[config.mk]
export PLATFORM = sky130hd
export DESIGN_NAME = frame_scanout
export DESIGN_NICKNAME = d
export VERILOG_FILES = /design/src/rtl/frame_scanout_pkg.sv /design/src/rtl/frame_scanout_timing.sv /design/src/rtl/frame_scanout.sv
export SDC_FILE = /design/constraint.sdc
export NUM_CORES = 1
export LEC_CHECK = 0
export BUFFER_PORTS_ARGS = -buffer_cell sky130_fd_sc_hd__buf_2
export CORE_ASPECT_RATIO = 0.9
export CORE_MARGIN = 2
export CORE_UTILIZATION = 55
export CTS_CLUSTER_DIAMETER = 30
export DETAILED_ROUTE_END_ITERATION = 16
export PLACE_DENSITY = 0.77
export SLEW_MARGIN = 20
export SYNTH_ARGS = -nofsm -noshare
export SYNTH_HDL_FRONTEND = slang
export SYNTH_HIERARCHICAL = 1
export SYNTH_SLANG_ARGS = --single-unit
[constraint.sdc]
create_clock -name clk -period 4.9 [get_ports clk]
set_clock_uncertainty 0.2 [all_clocks]
set_input_delay 0.98 -clock clk [delete_from_list [all_inputs] [get_ports clk]]
set_output_delay 0.98 -clock clk [all_outputs]
set_load 0.05 [all_outputs]
[src/rtl/frame_scanout_pkg.sv]
// Shared types and default timing for the frame scanout block.
// Defaults describe 640x480@60 VGA.
package frame_scanout_pkg;

  localparam int unsigned H_ACTIVE_DEF = 640;
  localparam int unsigned H_FP_DEF     = 16;
  localparam int unsigned H_SYNC_DEF   = 96;
  localparam int unsigned H_BP_DEF     = 48;
  localparam int unsigned V_ACTIVE_DEF = 480;
  localparam int unsigned V_FP_DEF     = 10;
  localparam int unsigned V_SYNC_DEF   = 2;
  localparam int unsigned V_BP_DEF     = 33;
  localparam int unsigned SCALE_DEF    = 1;
  localparam int unsigned COLOR_W_DEF  = 4;

  // Pixel as stored in the frame buffer, at the default channel width.
  typedef struct packed {
    logic [COLOR_W_DEF-1:0] r;
    logic [COLOR_W_DEF-1:0] g;
    logic [COLOR_W_DEF-1:0] b;
  } pixel_t;

  // Total ticks per line (or lines per frame) from the four timing segments.
  function automatic int unsigned line_total(input int unsigned act, input int unsigned fp,
                                             input int unsigned sync, input int unsigned bp);
    return act + fp + sync + bp;
  endfunction

  // Replication factor to shift amount; only 1, 2 and 4 are meaningful.
  function automatic int unsigned scale_shift(input int unsigned scale);
    case (scale)
      2:       return 1;
      4:       return 2;
      default: return 0;
    endcase
  endfunction

endpackage

[src/rtl/frame_scanout_timing.sv]
// VGA raster counters with raw (undelayed) sync, active flag and vblank-entry strobe.
module frame_scanout_timing
  import frame_scanout_pkg::*;
#(
  parameter int unsigned H_ACTIVE = H_ACTIVE_DEF,
  parameter int unsigned H_FP     = H_FP_DEF,
  parameter int unsigned H_SYNC   = H_SYNC_DEF,
  parameter int unsigned H_BP     = H_BP_DEF,
  parameter int unsigned V_ACTIVE = V_ACTIVE_DEF,
  parameter int unsigned V_FP     = V_FP_DEF,
  parameter int unsigned V_SYNC   = V_SYNC_DEF,
  parameter int unsigned V_BP     = V_BP_DEF,
  localparam int unsigned H_TOTAL = line_total(H_ACTIVE, H_FP, H_SYNC, H_BP),
  localparam int unsigned V_TOTAL = line_total(V_ACTIVE, V_FP, V_SYNC, V_BP),
  localparam int unsigned HCW     = $clog2(H_TOTAL),
  localparam int unsigned VCW     = $clog2(V_TOTAL)
) (
  input  logic           clk,
  input  logic           rst,
  input  logic           pix_en,
  output logic [HCW-1:0] hcnt,
  output logic [VCW-1:0] vcnt,
  output logic           hs_raw,
  output logic           vs_raw,
  output logic           active,
  output logic           vblank_tick
);

  logic [HCW-1:0] hcnt_q;
  logic [VCW-1:0] vcnt_q;
  logic           h_last;
  logic           v_last;

  assign h_last = (hcnt_q == HCW'(H_TOTAL - 1));
  assign v_last = (vcnt_q == VCW'(V_TOTAL - 1));

  // Raster position advances one pixel per pix_en tick, wrapping line then frame.
  always_ff @(posedge clk or posedge rst) begin
    if (rst) begin
      hcnt_q <= '0;
      vcnt_q <= '0;
    end else if (pix_en) begin
      if (h_last) begin
        hcnt_q <= '0;
        vcnt_q <= v_last ? '0 : vcnt_q + 1'b1;
      end else begin
        hcnt_q <= hcnt_q + 1'b1;
      end
    end
  end

  assign hcnt   = hcnt_q;
  assign vcnt   = vcnt_q;
  assign hs_raw = ~((hcnt_q >= HCW'(H_ACTIVE + H_FP)) &&
                    (hcnt_q <  HCW'(H_ACTIVE + H_FP + H_SYNC)));
  assign vs_raw = ~((vcnt_q >= VCW'(V_ACTIVE + V_FP)) &&
                    (vcnt_q <  VCW'(V_ACTIVE + V_FP + V_SYNC)));
  assign active = (hcnt_q < HCW'(H_ACTIVE)) && (vcnt_q < VCW'(V_ACTIVE));

  // High on the tick whose edge moves the raster to hcnt=0, vcnt=V_ACTIVE.
  assign vblank_tick = pix_en && h_last && (vcnt_q == VCW'(V_ACTIVE - 1));

endmodule

[src/rtl/frame_scanout.sv]
// Frame-buffer reader: fetches pixels in raster order from the front buffer,
// aligns RGB with sync on the VGA pins, and swaps buffers at vblank entry.
module frame_scanout
  import frame_scanout_pkg::*;
#(
  parameter int unsigned H_ACTIVE = H_ACTIVE_DEF,
  parameter int unsigned H_FP     = H_FP_DEF,
  parameter int unsigned H_SYNC   = H_SYNC_DEF,
  parameter int unsigned H_BP     = H_BP_DEF,
  parameter int unsigned V_ACTIVE = V_ACTIVE_DEF,
  parameter int unsigned V_FP     = V_FP_DEF,
  parameter int unsigned V_SYNC   = V_SYNC_DEF,
  parameter int unsigned V_BP     = V_BP_DEF,
  parameter int unsigned SCALE    = SCALE_DEF,
  parameter int unsigned COLOR_W  = COLOR_W_DEF,
  localparam int unsigned BUF_W   = H_ACTIVE / SCALE,
  localparam int unsigned BUF_H   = V_ACTIVE / SCALE,
  localparam int unsigned AW      = $clog2(BUF_W * BUF_H)
) (
  input  logic                 clk,
  input  logic                 rst,
  input  logic                 pix_en,
  input  logic                 swap_req,
  output logic                 swap_ack,
  output logic                 refresh,
  output logic                 rd_en,
  output logic                 rd_buf,
  output logic [AW-1:0]        rd_addr,
  input  logic [3*COLOR_W-1:0] rd_data,
  output logic [COLOR_W-1:0]   vga_r,
  output logic [COLOR_W-1:0]   vga_g,
  output logic [COLOR_W-1:0]   vga_b,
  output logic                 vga_hs,
  output logic                 vga_vs,
  output logic                 vga_de
);

  localparam int unsigned H_TOTAL = line_total(H_ACTIVE, H_FP, H_SYNC, H_BP);
  localparam int unsigned V_TOTAL = line_total(V_ACTIVE, V_FP, V_SYNC, V_BP);
  localparam int unsigned HCW     = $clog2(H_TOTAL);
  localparam int unsigned VCW     = $clog2(V_TOTAL);
  localparam int unsigned SH      = scale_shift(SCALE);

  // Same layout as pixel_t, but sized by this instance's COLOR_W.
  typedef struct packed {
    logic [COLOR_W-1:0] r;
    logic [COLOR_W-1:0] g;
    logic [COLOR_W-1:0] b;
  } pix_t;

  logic [HCW-1:0] hcnt;
  logic [VCW-1:0] vcnt;
  logic           hs_raw;
  logic           vs_raw;
  logic           active;
  logic           vblank_tick;

  frame_scanout_timing #(
    .H_ACTIVE (H_ACTIVE),
    .H_FP     (H_FP),
    .H_SYNC   (H_SYNC),
    .H_BP     (H_BP),
    .V_ACTIVE (V_ACTIVE),
    .V_FP     (V_FP),
    .V_SYNC   (V_SYNC),
    .V_BP     (V_BP)
  ) u_timing (
    .clk         (clk),
    .rst         (rst),
    .pix_en      (pix_en),
    .hcnt        (hcnt),
    .vcnt        (vcnt),
    .hs_raw      (hs_raw),
    .vs_raw      (vs_raw),
    .active      (active),
    .vblank_tick (vblank_tick)
  );

  // Buffer address: row * BUF_W built as a constant shift-add over BUF_W's set bits.
  logic [AW-1:0] row;
  logic [AW-1:0] col;
  logic [AW-1:0] row_base;
  logic [AW-1:0] fetch_addr;

  always_comb begin
    row      = AW'(vcnt >> SH);
    col      = AW'(hcnt >> SH);
    row_base = '0;
    for (int i = 0; i < 32; i++) begin
      if (BUF_W[i]) row_base = row_base + (row << i);
    end
    fetch_addr = row_base + col;
  end

  // Swap control: a request is latched until the next vblank entry, including
  // one that arrives on the vblank-entry tick itself.
  logic front_q;
  logic pend_q;
  logic refresh_q;
  logic ack_q;
  logic do_swap;

  assign do_swap = vblank_tick && (pend_q || swap_req);

  // Front buffer, pending request and the two per-frame pulses.
  always_ff @(posedge clk or posedge rst) begin
    if (rst) begin
      front_q   <= 1'b0;
      pend_q    <= 1'b0;
      refresh_q <= 1'b0;
      ack_q     <= 1'b0;
    end else begin
      refresh_q <= vblank_tick;
      ack_q     <= do_swap;
      pend_q    <= do_swap ? 1'b0 : (pend_q || swap_req);
      if (do_swap) front_q <= ~front_q;
    end
  end

  // Stage 1: issue the read and delay sync/active by one tick.
  // Address and buffer only move on active fetches, so they hold through blanking.
  logic          rd_en_q;
  logic [AW-1:0] rd_addr_q;
  logic          rd_buf_q;
  logic          hs1_q;
  logic          vs1_q;
  logic          de1_q;

  always_ff @(posedge clk or posedge rst) begin
    if (rst) begin
      rd_en_q   <= 1'b0;
      rd_addr_q <= '0;
      rd_buf_q  <= 1'b0;
      hs1_q     <= 1'b1;
      vs1_q     <= 1'b1;
      de1_q     <= 1'b0;
    end else begin
      rd_en_q <= pix_en && active;
      if (pix_en) begin
        hs1_q <= hs_raw;
        vs1_q <= vs_raw;
        de1_q <= active;
        if (active) begin
          rd_addr_q <= fetch_addr;
          rd_buf_q  <= front_q;
        end
      end
    end
  end

  // rd_data is sampled on the clk edge following rd_en. When pix_en is high on
  // every clk that same edge is also the stage-2 tick, so stage 2 takes the
  // incoming word directly instead of the not-yet-updated hold register.
  pix_t hold_q;
  pix_t hold_d;

  assign hold_d = rd_en_q ? pix_t'(rd_data) : hold_q;

  // Capture register, running on every clk regardless of pix_en.
  always_ff @(posedge clk or posedge rst) begin
    if (rst) hold_q <= '0;
    else     hold_q <= hold_d;
  end

  // Stage 2: pin registers; colour blanked outside the active region.
  pix_t rgb_q;
  logic hs2_q;
  logic vs2_q;
  logic de2_q;

  always_ff @(posedge clk or posedge rst) begin
    if (rst) begin
      rgb_q <= '0;
      hs2_q <= 1'b1;
      vs2_q <= 1'b1;
      de2_q <= 1'b0;
    end else if (pix_en) begin
      rgb_q <= de1_q ? hold_d : '0;
      hs2_q <= hs1_q;
      vs2_q <= vs1_q;
      de2_q <= de1_q;
    end
  end

  assign swap_ack = ack_q;
  assign refresh  = refresh_q;
  assign rd_en    = rd_en_q;
  assign rd_addr  = rd_addr_q;
  assign rd_buf   = rd_buf_q;
  assign vga_r    = rgb_q.r;
  assign vga_g    = rgb_q.g;
  assign vga_b    = rgb_q.b;
  assign vga_hs   = hs2_q;
  assign vga_vs   = vs2_q;
  assign vga_de   = de2_q;

endmodule

# [Yosys cells after proc, flatten, opt, wreduce, memory -nomap -nowiden]
# Cells that the tools add are included.
[word_totals] word_cells=52 regBits=75 output_inout_bits=38 input_bits=16
[classes] reduce_logical=10 n_lt_le_gt_ge=6 addsub=4 n_eq_ne=3 n_mux=5 n_bitwise=3
[ops] cell="two-way mux 12 bit" n=2
[ops] cell="adder 10 x 1 -> 10 bit (second input constant)" n=2
[ops] cell="equality test 10 bit (second input constant)" n=2
[ops] cell="< comparator 10 bit (second input constant)" n=2
[ops] cell="< comparator 10 x 9 -> 1 bit (second input constant)" n=2
[ops] cell="two-way mux 10 bit" n=2
[ops] cell="adder 17 x 19 -> 19 bit" n=1
[ops] cell="adder 19 x 10 -> 19 bit" n=1
[ops] cell="equality test 10 x 9 -> 1 bit (second input constant)" n=1
[ops] cell="greater-or-equal comparator 10 bit (second input constant)" n=1
[ops] cell="greater-or-equal comparator 10 x 9 -> 1 bit (second input constant)" n=1
[ops] cell="logical AND 1 bit" n=7
[ops] cell="AND reduction 2 bit" n=2
[ops] cell="inverter 1 bit" n=3
[ops] cell="logical OR 1 bit" n=1
[ops] cell="two-way mux 1 bit" n=1

# [Longest topological paths before layout]
# Gate-level depths: netlist (run 1).
[logic_depth] ltp_word=5 depth_mapped=8 mapped_depth_nobuf=8

# [By module]
# The synthesis (run 1) kept the hierarchy.
[by_module_without_submodules] module="frame_scanout" cells_per_inst=260 area_per_inst_um2=2670.1 seq_area_each_um2=1381.3 n_inst=1
[by_module_without_submodules] module="frame_scanout_timing" cells_per_inst=119 area_per_inst_um2=1141.1 seq_area_each_um2=500.5 n_inst=1

# [Worst setup path after synthesis (run 1)]
# Ideal clock, no wire load.
[synth_timing] kind="register to register" startpoint="register u_timing.hcnt_q[9] (netlist: u_timing/hcnt[9])" endpoint="register rd_addr_q[16] (netlist: rd_addr[16])" required_ns=4.568 t_arrival_ns=2.458 path_buffers=0 stages_incl_launch_ff=9 setup_slack_ns=2.111 synth_period_minus_slack_ns=2.789 setup_time_ns=0.132 cell_sequence="dfrtp_1 > inv_1 > fa_1 > inv_1 > fa_1 > a21o_1 > a311o_1 > nand3_2 > or3b_1"
[synth_via] elab_chain_cells=3 word_cells_on_any_way=4 classes_between="1 x add/sub; 1 x order compare; 2 x reduce/logical"
[synth_lines] item="start: declaration" line_no="frame_scanout_timing.sv:29" rtl="logic [HCW-1:0] hcnt_q;"
[synth_lines] item="start signal: assignment" line_no="frame_scanout_timing.sv:47" rtl="hcnt_q <= hcnt_q + 1'b1;"
[synth_lines] item="< comparator 10 bit" line_no="frame_scanout_timing.sv:58" rtl="assign active = (hcnt_q < HCW'(H_ACTIVE)) && (vcnt_q < VCW'(V_ACTIVE));"
[synth_lines] item="logical AND 1 bit" line_no="frame_scanout_timing.sv:58"
[synth_lines] item="AND reduction 2 bit (no source line)"
[synth_lines] item="end signal: assignment" line_no="frame_scanout.sv:144" rtl="rd_addr_q <= fetch_addr;"
[synth_lines] item="end: declaration" line_no="frame_scanout.sv:123" rtl="logic [AW-1:0] rd_addr_q;"
# Parallel ways exist; a longest one is shown, timed or not.
# A chain may end at the register's enable or synchronous reset.

# [Worst setup path in the final report (run 1)]
[layout_timing] startpoint="register u_timing.vcnt_q[2] (netlist: u_timing/vcnt[2])" endpoint="register rd_addr_q[16] (netlist: rd_addr[16])"
[layout_via] elab_chain_cells=3 word_cells_on_any_way=5 classes_between="2 x add/sub; 1 x order compare; 2 x reduce/logical"
[layout_lines] item="start: declaration" line_no="frame_scanout_timing.sv:30" rtl="logic [VCW-1:0] vcnt_q;"
[layout_lines] item="start signal: assignment" line_no="frame_scanout_timing.sv:45" rtl="vcnt_q <= v_last ? '0 : vcnt_q + 1'b1;"
[layout_lines] item="parallel branches: the longest is 3 deep, another holds adder 17 x 19 -> 19 bit"
# Parallel ways; which one is timed is not known.

==> results.cfg, run 1 <==
[setup_path]
crit_chain = inv_1 -> fa_1 -> inv_1 -> fa_1 -> a21o_1 -> a311o_1 -> nand3_2 -> or3b_1
end_kind = flop
cp_num_buf_inv = 2
cp.arrival_ns = 3.06
critPathTopFamily = adder cells
reg2reg_slack_ns = 1.86
cp_max_fo = 10
cp_slowest_stage_delay_ns = 0.52
start_kind = flop
critPathKind = flop to flop
cp.required_ns = 4.92
critPathSlowestCell = dfrtp_1

[floorplan]
initial_core_util_pct = 57.3
die_x_um = 91.7
ios = 54
fp-row-count = 28
die_area_um2 = 7610
coreArea_um2 = 6660
dieHeight_um = 83.0

[final_layout]
antennaDiodeCount = 0
drive_above_1_share_pct = 24.1
final_nets = 473
area_growth_pct = 14.6
final_area_um2 = 4370
fin_cells = 526
nFillCells = 510

[detailed_routing]
vias_per_cell = 5.49
drtIter0Drc = 132
drc = 0
detail_route.first_pass.iterations = 4
via_count = 2886
drt-total-wl_um = 7790
ant_nets = 0
drt-wirelength-per-cell_um = 14.8

[place]
dpl-instance-area_um2 = 4140
placed_cells = 510
gp_congestion = 0.848
io_buffers = 53
dp_slack_ns = 1.71
dp_hpwl_um = 5420

[power_and_ir_drop]
p_leak_nw = 2.16
powerDensity_nw_per_um2 = 357
ir_drop_mv = 0.211

[clocking]
path_clk_slew_ns = 0.08
cts_setup_buffers = 0
clk_path_buf_depth = 2
cts_hold_buf = 0
cts-root-buf = clkbuf_8
numCtsBuffers = 9
h-tree-depth = 3
cts_tree = yes
insertion_delay_ns = 0.35
cts_resized = 0
clock-sinks = 75

[timing]
setup-violations-final = 0
min_period_ns = 3.04
rsz0062_at_grt = false
fmax_ghz = 0.329
maxSlewViolCount = 0
timing.slew.headroom_pct = 48.8
finalHoldViolCount = 0
final.period_utilization_pct = 62.0
worst_slack_ns = 1.86
tightest_slew_ns = 0.767
final.setup.tns_ns = 0

[synthesis]
synthArstFlopShare_pct = 100
postSynthAreaPerCell_um2 = 10.1
synthSimpleGateAreaFrac_pct = 17.7
ys_seq_area_share_pct = 49.4
synth_top_family_by_area = simple AND/OR/NAND/NOR gates
synth_enable_flop_cells = 0
synthCells = 379
netlist.area_leader.share_pct = 46.6
synth-xor-area-share_pct = 3.22
synth_area_um2 = 3810
synth_area_leaders = dfrtp_1 (47%), ha_1 (7.9%), nand2_1 (5.9%)
synth-warning-count = 6
synth_adder_area_share_pct = 8.93
synth_top_area_cell = dfrtp_1
ys.flop_type = dfrtp_1
synth-compound-area-share_pct = 10.4
yosys-top-cells-count = dfrtp_1 (71), nand2_1 (60), inv_1 (29)
synthesis.nets = 421
ys_ff_latch = 75
yosysUniqueCellTypes = 52
yosysMostFrequentCell = dfrtp_1
synthMuxAreaShare_pct = 5.58

[hold_path]
hp-class = flop to flop

[global_routing]
grt_pass1_wl_um = 13200
first_global_vias = 2847
antenna_found_initial = 0
grt_util_all_layers_pct = 21.4
overflow = 0
grt_max_degree = 56

[outcome]
status = completed

[flow_run]
max-cap-violations = 0
## stage by stage
step,utilization [%],power [W],hold WS [ns]
finish,65.6,0.00156,0.272
floorplan,-,0.000950,0.241
CTS,65.6,0.00157,0.275
detailed placement,62.1,0.00103,0.258
global route,65.6,0.00163,0.306
global placement,62.1,0.00102,0.257
## layout make-up
type / count / area [um^2] / area share, %
flip-flops and latches: 75 / 1880 / 43.1
clock inverters: 7 / 106 / 2.44
repair buffers: 56 / 288 / 6.59
inverters: 29 / 109 / 2.49
multi-input cells: 260 / 1750 / 40.0
clock buffers: 9 / 124 / 2.84
well taps: 90 / 113 / 2.58
## cells in the final DEF, fill, tap and decap left out, drive strengths merged, types with 14 or more instances in the layout
master,count
nand3,29
ha,24
dfrtp,71
buf,56
o21ai,28
nand2,61
inv,32
mux2,18
nor2,17
a21oi,14
## path summary, 6_finish.rpt
check	to	depth (start not counted)	start
max reg2reg	rd_addr[16]	8	u_timing/vcnt[2]
min in group asynchronous	u_timing/hcnt[8]	2	rst
max	rd_addr[16]	8	u_timing/vcnt[2]
min reg2reg	front_q	1	front_q
max in group asynchronous	rd_addr[0]	3	rst
min	front_q	1	front_q
## layer usage
metal / routed length [um] / part of all wire, % / GRT usage [%] / vias to the layer above
li1: - / - / - / 1418
met1: 3860 / 50 / 31.0 / 1385
met2: 3510 / 45 / 33.1 / 69
met3: 314 / 4.0 / 3.09 / 14
met4: 102 / 1.3 / 7.60 / 0
met5: 0 / 0 / 0 / -
## power breakdown
group,internal [W],leakage [nW],total [W],switching (W)
clock network,0.000296,0.116,0.000542,0.000246
logic,0.0000746,1.11,0.000275,0.000201
registers,0.000679,0.930,0.000741,0.0000617
## kinds of logic after synthesis
kind of cell	Yosys count
buffers and inverters	44
DFF	75
muxes	19
and+or+nand+nor	136
xor gates and xnor gates	14
AOI/OAI and AO/OA	65
adders and majority gates	26
## flip-flops by register name, indices dropped and copies added (netlist names), 4 cells and up
name / count
rd_addr: 19
u_timing/hcnt: 10
hold_q: 12
vga_r: 4
vga_g: 4
u_timing/vcnt: 10
vga_b: 4
## worst register-to-register path, stage by stage, from the launching register on
cell and delay (ns):
dfrtp_1 0.52, inv_1 0.09, fa_1 0.48, inv_1 0.07
fa_1 0.47, a21o_1 0.23, a311o_1 0.43, nand3_2 0.08
or3b_1 0.35
Note: power is estimated with default switching activity, not from simulation.
==> run 2: changes to the inputs <==
- CORE_UTILIZATION: 55 -> 52
- PLACE_DENSITY: 0.77 -> 0.76
- clock period: 4.9 -> 2.7 ns (I/O delays scaled with it)
==> run 2 against run 1 <==
Net effect:
- critical endpoint unchanged
- design area is 1.7% higher
- final cell count is 3.6% higher
- fmax is 15% higher
- register-to-register slack worse by 1.8 ns
- core utilization is 2.8 points lower
- first-iteration DRC count is 39% higher
- non-clock buffer count is 16 higher
- clock power is 42% higher
- sequential share of layout area is 0.74 points lower
- largest cell class unchanged
- sequential cell count stayed put
- hold slack worse by 0.11 ns
- critical path depth stayed put
==> results.cfg, run 2 (synthesis results as in run 1) <==
[clocking]
cts-root-buf = clkbuf_8
path_clk_slew_ns = 0.08
clk_path_buf_depth = 2
numCtsBuffers = 9
h-tree-depth = 3
cts_tree = yes
clock-sinks = 75
insertion_delay_ns = 0.34

[global_routing]
grt_pass1_wl_um = 13700
antenna_found_initial = 0
grt_max_degree = 56
grtUsageMet2_pct = 34.1
use_met1_pct = 30.3
overflow = 0
grt_util_all_layers_pct = 21.5
met3_usage_pct = 2.75
first_global_vias = 2846
top_usage_layer = met2

[floorplan]
fp-row-count = 29
initial_core_util_pct = 53.9
coreArea_um2 = 7080
ios = 54
die_area_um2 = 8030
die_x_um = 94.2
dieHeight_um = 85.2

[timing]
finalHoldViolCount = 0
tightest_slew_ns = 0.814
worst_slack_ns = 0.0575
setup-violations-final = 0
whs_ns = 0.166
min_period_ns = 2.64
final.period_utilization_pct = 97.9
timing.slew.headroom_pct = 45.7
fmax_ghz = 0.378
maxSlewViolCount = 0

[detailed_routing]
drc = 0
drt-wirelength-per-cell_um = 14.7
ant_nets = 0
detail_route.first_pass.iterations = 5
via_count = 3000
drt-total-wl_um = 8030
vias_per_cell = 5.50
drtIter0Drc = 183

[final_layout]
final_nets = 489
area_growth_pct = 16.6
seq_area_um2 = 1880
largest_reg_flops = 19
drive_above_1_share_pct = 27.4
nFillCells = 574
fin_cells = 545
multi_input_area_um2 = 1750
antennaDiodeCount = 0
final_cell_mix = dfrtp_1 (71), nand2_1 (60), buf_2 (53), o21ai_0 (28)
layout_commonest_cell = dfrtp_1

[setup_path]
cp_max_fo = 2
cp.required_ns = 2.73
reg2reg_to = rd_addr[16]
reg2reg_slack_ns = 0.06
start_kind = flop
crit_chain = inv_2 -> fa_1 -> inv_1 -> fa_2 -> a21o_1 -> a311o_1 -> nand3_2 -> or3b_1
cp_slowest_stage_delay_ns = 0.53
reg2reg_from = u_timing/hcnt[9]
cp.arrival_ns = 2.67
critPathKind = flop to flop
r2r_cells = 8
end_kind = flop
critPathSlowestCell = fa_1

[power_and_ir_drop]
p_leak_nw = 2.21
intPower_w = 0.00173
switchingPower_w = 0.000878
finalPower_w = 0.00261
combPwrFrac_pct = 19.1
powerDensity_nw_per_um2 = 587
ir_drop_mv = 0.306
switching_share_pct = 33.7
p_seq_share_pct = 51.3
p_clk_share_pct = 29.6

[outcome]
status = completed

[hold_path]
hp-class = input port to asynchronous set/reset pin

[place]
io_buffers = 53
gp_congestion = 0.866
dp_hpwl_um = 5690
placed_cells = 525
dp_slack_ns = 0.00458

[flow_run]
max-cap-violations = 0
## run 2: cell count changes in the layout (fill, tap and decap cells not counted), sizes merged
cell      before  now
buf           56   72
bufinv         2    0
clkinv         2    4
inv           32   30
clkbuf         9   10
clkinvlp       0    1
## run 2: timing repair
item                       in CTS  in global routing
resized for setup               0                  2
setup buffers                   0                  4
hold buffers                    0                  0
setup endpoints to repair       0                  2
hold endpoints to repair        0                  0
## run 2: critical path, delay by kind of cell (launching register included)
family	cells	cell delay, ns
simple gates	2	0.40
fa+ha+maj	2	0.87
flops	1	0.38
buf+inv	2	0.12
compound gates	2	0.56
## run 2: per-layer routing
layer	share of wire, %	routed length [um]	vias up
met4	1.9	156	0
li1	-	-	1444
met2	48	3830	96
met3	4.4	353	18
met5	0	0	-
met1	46	3690	1442
## run 2: worst max-delay path by stage
stage | slack, ns | to | depth (start not counted) | start
floorplan | 0.007 | rd_addr[16] | 8 | u_timing/hcnt[9]
global placement | 0.06 | rd_addr[16] | 8 | u_timing/hcnt[9]
detailed placement | 0.005 | rd_addr[16] | 8 | u_timing/hcnt[9]
CTS | 0.004 | rd_addr[16] | 8 | u_timing/hcnt[9]
global route | -0.04 | rd_addr[16] | 8 | u_timing/hcnt[9]
finish | 0.06 | rd_addr[16] | 8 | u_timing/hcnt[9]
## run 2: power by group through the flow
| stage | sequential, W | clock [W] | combinational, W |
|---|---|---|---|
| after floorplan | 0.00154 | 0 | 0.000186 |
| after global placement | 0.00136 | 0 | 0.000487 |
| after detailed placement | 0.00136 | 0 | 0.000499 |
| after CTS | 0.00134 | 0.000793 | 0.000503 |
| after global routing | 0.00136 | 0.000837 | 0.000541 |
| final | 0.00134 | 0.000772 | 0.000498 |
## run 2: through the flow
stage | instance area, um^2 | utilization, % | setup TNS (ns)
finish | 4440 | 62.8 | 0
floorplan | 3810 | - | 0
detailed placement | 4230 | 59.8 | 0
global route | 4440 | 62.8 | -0.0354
global placement | 4230 | 59.8 | 0
CTS | 4410 | 62.3 | 0
## run 2: cell type report
cell class	count	share of cell area (%)
timing repair buffer	72	9.18
sequential	75	42.4
tap	93	2.62
clock buffer	10	3.10
clock inverter	6	0.901
multi-input combinational	260	39.4
inverter	29	2.45
